<file path="src/rtl/hazard_ctrl_unit.sv">
// Hazard and forwarding controller for the 5-stage core.
// Mirrors EX/MEM/WB occupancy to produce load-use stalls, branch flushes and registered forwarding selects.
module hazard_ctrl_unit #(
  parameter int REG_ADDR_W   = 5,
  parameter int NUM_RD_PORTS = 2,
  parameter int FWD_EN       = 1,
  parameter int CNT_W        = 16
) (
  input  logic                               clk,
  input  logic                               arst,
  input  logic                               enable,
  input  logic                               id_valid,
  input  logic [NUM_RD_PORTS*REG_ADDR_W-1:0] id_rs_addr,
  input  logic [NUM_RD_PORTS-1:0]            id_rs_used,
  input  logic [REG_ADDR_W-1:0]              id_rd_addr,
  input  logic                               id_reg_write,
  input  logic                               id_mem_read,
  input  logic                               ex_branch_taken,
  output logic                               stall,
  output logic                               flush_if_id,
  output logic                               flush_id_ex,
  output logic [2*NUM_RD_PORTS-1:0]          fwd_sel,
  output logic                               ex_valid,
  output logic                               mem_valid,
  output logic                               wb_valid,
  output logic [CNT_W-1:0]                   stall_cnt,
  output logic [CNT_W-1:0]                   flush_cnt
);

  typedef struct packed {
    logic                  valid;
    logic [REG_ADDR_W-1:0] rd;
    logic                  reg_write;
    logic                  mem_read;
  } ex_entry_t;

  ex_entry_t               ex_q;
  logic                    mem_valid_q;
  logic [REG_ADDR_W-1:0]   mem_rd_q;
  logic                    mem_rw_q;
  // WB matches never stall or forward (regfile bypass), so only occupancy is kept.
  logic                    wb_valid_q;
  logic [2*NUM_RD_PORTS-1:0] fwd_q;
  logic [2*NUM_RD_PORTS-1:0] fwd_next;
  logic [CNT_W-1:0]        stall_cnt_q;
  logic [CNT_W-1:0]        flush_cnt_q;
  logic                    hazard;
  logic                    flush;
  logic                    stall_int;
  logic [REG_ADDR_W-1:0]   rs;

  function automatic logic writes_reg(input logic v, input logic rw,
                                      input logic [REG_ADDR_W-1:0] rd,
                                      input logic [REG_ADDR_W-1:0] r);
    return v && rw && (rd == r) && (r != '0);
  endfunction

  always_comb begin
    hazard   = 1'b0;
    fwd_next = '0;
    rs       = '0;
    for (int k = 0; k < NUM_RD_PORTS; k++) begin
      rs = id_rs_addr[k*REG_ADDR_W +: REG_ADDR_W];
      if (id_valid && id_rs_used[k]) begin
        if (FWD_EN != 0) begin
          if (writes_reg(ex_q.valid, ex_q.reg_write, ex_q.rd, rs) && ex_q.mem_read)
            hazard = 1'b1;
        end else if (writes_reg(ex_q.valid, ex_q.reg_write, ex_q.rd, rs) ||
                     writes_reg(mem_valid_q, mem_rw_q, mem_rd_q, rs)) begin
          hazard = 1'b1;
        end
      end
      if (FWD_EN != 0) begin
        if (writes_reg(ex_q.valid, ex_q.reg_write, ex_q.rd, rs))
          fwd_next[2*k +: 2] = 2'b01;
        else if (writes_reg(mem_valid_q, mem_rw_q, mem_rd_q, rs))
          fwd_next[2*k +: 2] = 2'b10;
      end
    end
    flush     = enable & ex_branch_taken;
    stall_int = enable & hazard & ~flush;
  end

  always_ff @(posedge clk or posedge arst) begin
    if (arst) begin
      ex_q        <= '0;
      mem_valid_q <= 1'b0;
      mem_rd_q    <= '0;
      mem_rw_q    <= 1'b0;
      wb_valid_q  <= 1'b0;
      fwd_q       <= '0;
      stall_cnt_q <= '0;
      flush_cnt_q <= '0;
    end else if (enable) begin
      wb_valid_q  <= mem_valid_q;
      mem_valid_q <= ex_q.valid;
      mem_rd_q    <= ex_q.rd;
      mem_rw_q    <= ex_q.reg_write;
      if (stall_int || flush) begin
        ex_q  <= '0;
        fwd_q <= '0;
      end else begin
        ex_q  <= {id_valid, id_rd_addr, id_reg_write, id_mem_read};
        fwd_q <= id_valid ? fwd_next : '0;
      end
      if (stall_int && (stall_cnt_q != {CNT_W{1'b1}}))
        stall_cnt_q <= stall_cnt_q + CNT_W'(1);
      if (flush && (flush_cnt_q != {CNT_W{1'b1}}))
        flush_cnt_q <= flush_cnt_q + CNT_W'(1);
    end
  end

  assign stall       = stall_int;
  assign flush_if_id = flush;
  assign flush_id_ex = flush;
  assign fwd_sel     = fwd_q;
  assign ex_valid    = ex_q.valid;
  assign mem_valid   = mem_valid_q;
  assign wb_valid    = wb_valid_q;
  assign stall_cnt   = stall_cnt_q;
  assign flush_cnt   = flush_cnt_q;

endmodule

</file>
<file path="config.mk">
export PLATFORM = sky130hd
export DESIGN_NAME = hazard_ctrl_unit
export DESIGN_NICKNAME = d
export VERILOG_FILES = /design/src/rtl/hazard_ctrl_unit.sv
export SDC_FILE = /design/constraint.sdc
export NUM_CORES = 1
export LEC_CHECK = 0
export BUFFER_PORTS_ARGS = -buffer_cell sky130_fd_sc_hd__buf_2
export CORE_UTILIZATION = 30
export DETAILED_ROUTE_END_ITERATION = 6
export GPL_TIMING_DRIVEN = 1
export SLEW_MARGIN = 20
export SYNTH_ARGS = -nofsm -noshare
export SYNTH_HDL_FRONTEND = slang
export SYNTH_SLANG_ARGS = --single-unit
</file>
<file path="constraint.sdc">
create_clock -name clk -period 4.2 [get_ports clk]
set_input_delay 0.84 -clock clk [delete_from_list [all_inputs] [get_ports clk]]
set_output_delay 0.84 -clock clk [all_outputs]
set_load 0.02 [all_outputs]
</file>
After elaboration in Yosys (flattened, before gate mapping)
Cells that the tools add are included.
{"block": "totals", "ramBits": 0, "in_bits": 24, "mem_count": 0, "reg_bits": 52, "rom_bits": 0, "latch_bits": 0}
{"block": "classes", "n_eq_ne": 6, "n_mul": 0, "n_addsub": 2, "muxes": 11, "shifts": 0, "n_lt_le_gt_ge": 0, "n_reduce_logical": 21, "bitwise_logic": 4, "n_div": 0}
{"cell": "$add A16 B1 Y16 const B", "count": 2}
{"cell": "$ne A16 B16 Y1 const B", "count": 2}
{"cell": "$eq A5 B5 Y1", "count": 4}
{"cell": "$logic_and A1 B1 Y1", "count": 16}
{"cell": "$reduce_bool A5 Y1", "count": 2}
{"cell": "$mux W2", "count": 4}
{"cell": "$mux W4", "count": 2}
{"cell": "$mux W8", "count": 1}
{"cell": "$mux W1", "count": 4}
{"cell": "$reduce_and A2 Y1", "count": 2}
{"cell": "$and A1 B1 Y1", "count": 3}
{"cell": "$logic_or A1 B1 Y1", "count": 1}
{"cell": "$not A1 Y1", "count": 1}

Depth between registers and ports, before layout
Gate-level depths: netlist (run 1).
{"block": "logic_depth", "ltp_word": 12, "mapped_depth": 7, "ltp_nobuf": 7}

Worst setup path after synthesis (run 1)
Ideal clock, no wire load.
{"block": "synth_path", "path_type": "input port to output port", "startpoint": "input port id_rs_addr[6]", "endpoint": "output port stall", "path_buffers": 0, "arrival_ns": 2.206, "setup_slack_ns": 1.154, "stages": 6, "path_cell_list": "or4_1 nor2_2 and4bb_4 or2_1 nand2_1 nor2_1"}
{"block": "synth_via", "elab_chain_cells": 8}
{"item": "start, declared", "line_no": "13", "source": "input logic [NUM_RD_PORTS*REG_ADDR_W-1:0] id_rs_addr,"}
{"item": "$eq A5 B5 Y1", "line_no": "55", "source": "return v && rw && (rd == r) && (r != '0);"}
{"item": "$logic_and A1 B1 Y1", "line_no": "55"}
{"item": "$logic_and A1 B1 Y1 *", "line_no": "55"}
{"item": "$logic_and A1 B1 Y1 *", "line_no": "66", "source": "if (writes_reg(ex_q.valid, ex_q.reg_write, ex_q.rd, rs) && ex_q.mem_read)"}
{"item": "$mux W1 *", "line_no": "66"}
{"item": "$mux W1 *", "line_no": "64", "source": "if (id_valid && id_rs_used[k]) begin"}
{"item": "$and A1 B1 Y1 * (2 in series)", "line_no": "81", "source": "stall_int = enable & hazard & ~flush;"}
{"item": "end, declared", "line_no": "19", "source": "output logic stall,"}
Mark *: on every way between the ends. The rest lies on a longest branch, timed or not.

Worst setup path in the final report (run 1)
Ends and elaborated chain as after synthesis.

==> impl_metrics.py, run 1 <==
metrics = {
    "run_status": {
        "status": "completed",
    },
    "worst_setup_path": {
        "arrival_ps": 2550,
        "start_kind": "primary input",
        "path_cells": "buf_2 -> or4_1 -> nor2_2 -> and4bb_4 -> or2_1 -> nand2_1 -> nor2_1 -> buf_2",
        "r2r_end": "stall_cnt[1]$_DFFE_PP0P_",
        "max_stage_delay_ps": 530,
        "cp.required_ps": 3360,
        "crit_fanout": 6,
        "crit_buf_inv": 2,
        "criticalPathCategory": "in -> out",
        "setup.reg_to_reg.worst_slack_ps": 2120,
        "cp_top_family": "simple AND/OR/NAND/NOR gates",
        "r2r-start": "stall_cnt[0]$_DFFE_PP0P_",
        "crit_top_cell": "buf_2",
        "ff2ff_path_depth": 5,
        "end_kind": "output pin",
        "critical_path.slowest_cell": "or4_1",
    },
    "layout": {
        "nets": 314,
        "multi_input_area_um2": 1210,
        "stdcell_count": 394,
        "fin_util_pct": 37.7,
        "antennaDiodeCount": 0,
        "seqCellArea_um2": 1300,
        "syn2layout_area_growth_pct": 21.4,
        "drive_gt1_share_pct": 31.8,
        "fillers": 814,
    },
    "grt": {
        "grt_pass1_wl_um": 8960,
        "grt_usage_pct": 13.1,
        "antenna_found_initial": 0,
        "grt_pass1_vias": 1850,
        "grt_max_degree": 37,
        "grt-ovfl-total": 0,
    },
    "floorplan": {
        "fp.dieArea_um2": 8890,
        "dieWidth_um": 94.3,
        "die_h_um": 94.3,
        "core_um2": 8220,
        "initial_core_util_pct": 31.1,
        "io_pins": 66,
        "row_count": 33,
    },
    "pwr": {
        "powerDensity_nw_per_um2": 366,
        "p_leak_nw": 1.52,
        "power_mw": 1.14,
        "vdd_drop_max_uv": 261,
    },
    "clocking": {
        "clkTransAtPathRegs_ps": 90,
        "post_cts_buffers": 0,
        "cts_hold_buf": 0,
        "post_cts_resized": 0,
        "htree_num_levels": 2,
        "cts_tree": "done",
        "cts_buffer_depth": 2,
        "cts_sinks": 52,
        "root_buffer": "clkbuf_8",
        "cts_buffers": 5,
        "clkLatencyLatePin_ps": 300,
    },
    "sta": {
        "tightest_slew_ps": 454,
        "hold_viol": 0,
        "slew_headroom_pct": 69.5,
        "grt_setup_unrepaired": "no",
        "finalCritPeriodShare_pct": 80.7,
        "finClkSkew_ps": 8.52,
        "setup_viol": 0,
        "finalSetupTns_ps": 0,
        "period_minus_slack_ps": 3390,
        "fmax_ghz": 0.295,
        "maxSlewViolCount": 0,
        "worst_slack_ps": 809,
    },
    "logic_synthesis": {
        "synth_ff_type": "dfrtp_1",
        "yosys.cell_types.count": 34,
        "ys_top_cells_by_count": "dfrtp_1, xnor2_1, xor2_1",
        "yosysTopAreaCell": "dfrtp_1",
        "synthArstFlopShare_pct": 100,
        "synth.area.top_cells": "dfrtp_1, xnor2_1, xor2_1, mux2_2, nand4_1",
        "synth-edff-count": 0,
        "ys_seq_area_share_pct": 50.9,
        "yosys_warnings": 0,
        "syn-instance-count": 219,
        "syn_nets": 245,
        "yosys.cell_count.top_type": "dfrtp_1",
        "yosysTopAreaCellShare_pct": 50.9,
        "synthesis.area_um2": 2550,
        "postSynthRegisterBits": 52,
        "postSynthAreaPerCell_um2": 11.7,
    },
    "placement": {
        "pre_cts_ws_ps": 821,
        "placed_cells": 386,
        "port_buffers": 65,
        "dp_hpwl_um": 4250,
        "routabilityCongestion": 0.756,
    },
    "routing": {
        "drt-total-wl_um": 5570,
        "drt-pass1-iter-count": 4,
        "viasPerCell": 4.82,
        "drc": 0,
        "antenna_left": 0,
        "wl_per_cell_um": 14.1,
        "drtIter0Drc": 23,
        "vias": 1901,
    },
    "min_path": {
        "hold_class": "in -> async",
    },
    "job": {
        "cap_violations": 0,
    },
}
[how the worst max path moves through the flow]
stage	startpoint	to	slack, ps	cells past startpoint
6_report	id_rs_addr[6]	stall	810	8
5_1_grt	id_rs_addr[6]	stall	720	8
4_1_cts	id_rs_addr[6]	stall	810	8
3_5_place_dp	id_rs_addr[6]	stall	820	8
3_3_place_gp	id_rs_addr[6]	stall	830	8
2_1_floorplan	id_rs_addr[6]	stall	1150	6
[per-stage QoR]
step,hold slack [ps],area (um^2)
floorplan,472,2550
global placement,471,2990
detailed placement,478,2990
CTS,495,3100
global route,511,3100
finish,496,3100
[power by group]
group          switching, mW  internal (mW)  total, mW
logic                  0.112         0.0870      0.199
clock network          0.161          0.177      0.338
registers             0.0558          0.543      0.599
total                  0.329          0.807       1.14
[kinds of logic (layout without fill, tap and decap cells)]
logic type,Yosys count,in the layout,synth area share [%]
buf+inv,9,79,1.76
xor+xnor,50,50,17.1
compound gates,15,15,5.93
flops,52,52,50.9
fa+ha+maj,2,2,0.979
simple gates,81,81,18.9
mux,10,10,4.41
[state kept, by name (all words and copies together), names as in the netlist]
name and flops:
stall_cnt 16, ex_valid 1, mem_rd_q 5, wb_valid 1, mem_valid 1, mem_rw_q 1, fwd_sel 4, ex_q 7
flush_cnt 16
[metal layers]
layer | up-vias | GRT usage (%) | routed length (um)
met5 | - | 0 | 0
met4 | 0 | 3.46 | 56
met3 | 5 | 2.83 | 258
met2 | 39 | 22.2 | 2680
met1 | 936 | 16.8 | 2570
li1 | 921 | - | -
[final cells by class]
cell class                      instances  share of cell area [%]
Sequential cell                        52                    42.0
Multi-Input combinational cell        158                    39.0
Timing Repair Buffer                   66                    10.7
Tap cell                              105                    4.24
Clock buffer                            6                    2.34
Clock inverter                          2                    1.13
Inverter                                5                   0.605
[layout by cell type (no fill, tap or decap), drive strengths merged]
cell type / Yosys / final
buf: 2 / 66
dfrtp: 52 / 52
xnor2: 35 / 35
xor2: 15 / 15
nand2: 14 / 14
nand4: 13 / 13
nand3: 13 / 13
nor2: 12 / 12
mux2: 10 / 10
a22o: 9 / 9
clkbuf: 2 / 6
and4: 5 / 5
inv: 5 / 5
and3: 4 / 4
nor4: 4 / 4
or4: 3 / 3
nor3: 3 / 3
and2: 3 / 3
a32o: 3 / 3
ha: 2 / 2
nor4bb: 1 / 1
and4bb: 1 / 1
or2: 1 / 1
a21boi: 1 / 1
nand3b: 1 / 1
nand2b: 1 / 1
nor2b: 1 / 1
nor3b: 1 / 1
a31oi: 1 / 1
o211a: 1 / 1
clkinv: 0 / 1
bufinv: 0 / 1
No activity file was read; power rests on OpenSTA's default activity.
==> run 2, diff against run 1 <==
Clock period 4.2 ns to 3.5 ns, I/O delays scaled along.
==> impl_metrics.py, run 2 (synthesis gave the netlist of run 1 again) <==
metrics = {
    "run_status": {
        "status": "completed",
    },
    "worst_setup_path": {
        "cp_num_cells": 8,
        "ff2ff_path_depth": 5,
        "crit_fanout": 6,
        "max_stage_delay_ps": 540,
        "cp-endpoint": "stall",
        "path_cells": "buf_2 -> or4_1 -> nor2_2 -> and4bb_4 -> or2_1 -> nand2_1 -> nor2_1 -> buf_2",
        "setup.reg_to_reg.worst_slack_ps": 1440,
        "crit_buf_inv": 2,
        "r2r-start": "stall_cnt[0]$_DFFE_PP0P_",
        "startpoint": "id_rs_addr[6]",
        "end_kind": "output pin",
        "start_kind": "primary input",
        "critical_path.slowest_cell": "or4_1",
        "arrival_ps": 2400,
        "cp_top_family": "simple AND/OR/NAND/NOR gates",
        "crit_top_cell": "buf_2",
        "criticalPathCategory": "in -> out",
        "r2r_end": "stall_cnt[1]$_DFFE_PP0P_",
        "cp.required_ps": 2800,
    },
    "sta": {
        "fmax_ghz": 0.323,
        "finalCritPeriodShare_pct": 88.5,
        "finalSetupTns_ps": 0,
        "grt_setup_unrepaired": "no",
        "slew_headroom_pct": 46.5,
        "hold_viol": 0,
        "worst_slack_ps": 402,
        "tightest_slew_ps": 802,
        "period_minus_slack_ps": 3100,
        "maxSlewViolCount": 0,
        "setup_viol": 0,
        "whs_ps": 482,
        "finClkSkew_ps": 9.30,
    },
    "grt": {
        "antenna_found_initial": 0,
        "grt_pass1_vias": 1886,
        "grt_pass1_wl_um": 9400,
        "grt_max_degree": 39,
        "grt_usage_pct": 13.7,
        "grt-ovfl-total": 0,
    },
    "job": {
        "cap_violations": 0,
    },
    "floorplan": {
        "fp.dieArea_um2": 8890,
        "core_um2": 8220,
        "die_h_um": 94.3,
        "dieWidth_um": 94.3,
        "io_pins": 66,
        "row_count": 33,
        "initial_core_util_pct": 31.1,
    },
    "pwr": {
        "power_mw": 1.40,
        "vdd_drop_max_uv": 267,
        "p_leak_nw": 1.53,
        "powerDensity_nw_per_um2": 450,
    },
    "layout": {
        "antennaDiodeCount": 0,
        "final_common_cell": "buf_2",
        "nets": 314,
        "syn2layout_area_growth_pct": 22.1,
        "drive_gt1_share_pct": 32.2,
        "layout_common_cells": "buf_2, dfrtp_1, xnor2_1",
    },
    "routing": {
        "wl_per_cell_um": 14.3,
        "drt-pass1-iter-count": 4,
        "drc": 0,
        "drt-total-wl_um": 5630,
        "vias": 1901,
        "drtIter0Drc": 46,
        "viasPerCell": 4.82,
        "antenna_left": 0,
    },
    "clocking": {
        "root_buffer": "clkbuf_8",
        "htree_num_levels": 2,
        "cts_tree": "done",
        "post_cts_buffers": 0,
        "clkLatencyLatePin_ps": 300,
        "post_cts_resized": 0,
        "cts_buffer_depth": 2,
        "cts_hold_buf": 0,
        "cts_buffers": 5,
        "cts_sinks": 52,
        "clkTransAtPathRegs_ps": 90,
    },
    "placement": {
        "routabilityCongestion": 0.759,
        "port_buffers": 65,
        "dp_hpwl_um": 4340,
        "pre_cts_ws_ps": 381,
    },
    "min_path": {
        "hold_class": "reg -> reg",
    },
}
-- run 2: worst min path at each step --
| stage | start | endpoint | slack (ps) | depth (start not counted) |
|---|---|---|---|---|
| final | flush_cnt[7]$_DFFE_PP0P_ | flush_cnt[7]$_DFFE_PP0P_ | 480 | 1 |
| after global placement | flush_cnt[7]$_DFFE_PP0P_ | flush_cnt[7]$_DFFE_PP0P_ | 470 | 1 |
| after detailed placement | flush_cnt[7]$_DFFE_PP0P_ | flush_cnt[7]$_DFFE_PP0P_ | 470 | 1 |
| after floorplan | ex_q[0]$_DFFE_PP0P_ | ex_q[0]$_DFFE_PP0P_ | 470 | 1 |
| after global routing | flush_cnt[7]$_DFFE_PP0P_ | flush_cnt[7]$_DFFE_PP0P_ | 510 | 1 |
| after CTS | flush_cnt[7]$_DFFE_PP0P_ | flush_cnt[7]$_DFFE_PP0P_ | 490 | 1 |
-- run 2: cell type report --
type                            instances  area, um^2
Fill cell                             838        5100
Sequential cell                        52        1300
Multi-Input combinational cell        158        1210
Timing Repair Buffer                   66         333
Tap cell                              105         131
Clock buffer                            7        96.3
Clock inverter                          1        30.0
Inverter                                5        18.8
-- run 2: where the power goes --
group / leakage [nW] / switching (mW) / internal, mW / total [mW]
clock network: 0.0645 / 0.192 / 0.252 / 0.444
logic: 0.763 / 0.134 / 0.105 / 0.239
registers: 0.700 / 0.0688 / 0.652 / 0.720
total: 1.53 / 0.395 / 1.01 / 1.40
-- run 2: stage by stage --
step | instance area (um^2) | cells | util (%)
after floorplan | 2550 | 219 | -
after global placement | 2990 | 386 | 36.4
after detailed placement | 2990 | 386 | 36.4
after CTS | 3120 | 394 | 38.0
after global routing | 3120 | 394 | 38.0
final | 3120 | 394 | 38.0
-- run 2: routing by layer --
metal  part of all wire (%)  GRT usage, %  wire [um]
met2                     48          22.1       2700
met1                     47          18.5       2630
met4                   0.66          3.85         37
met5                      0             0          0
met3                    4.6          2.91        260
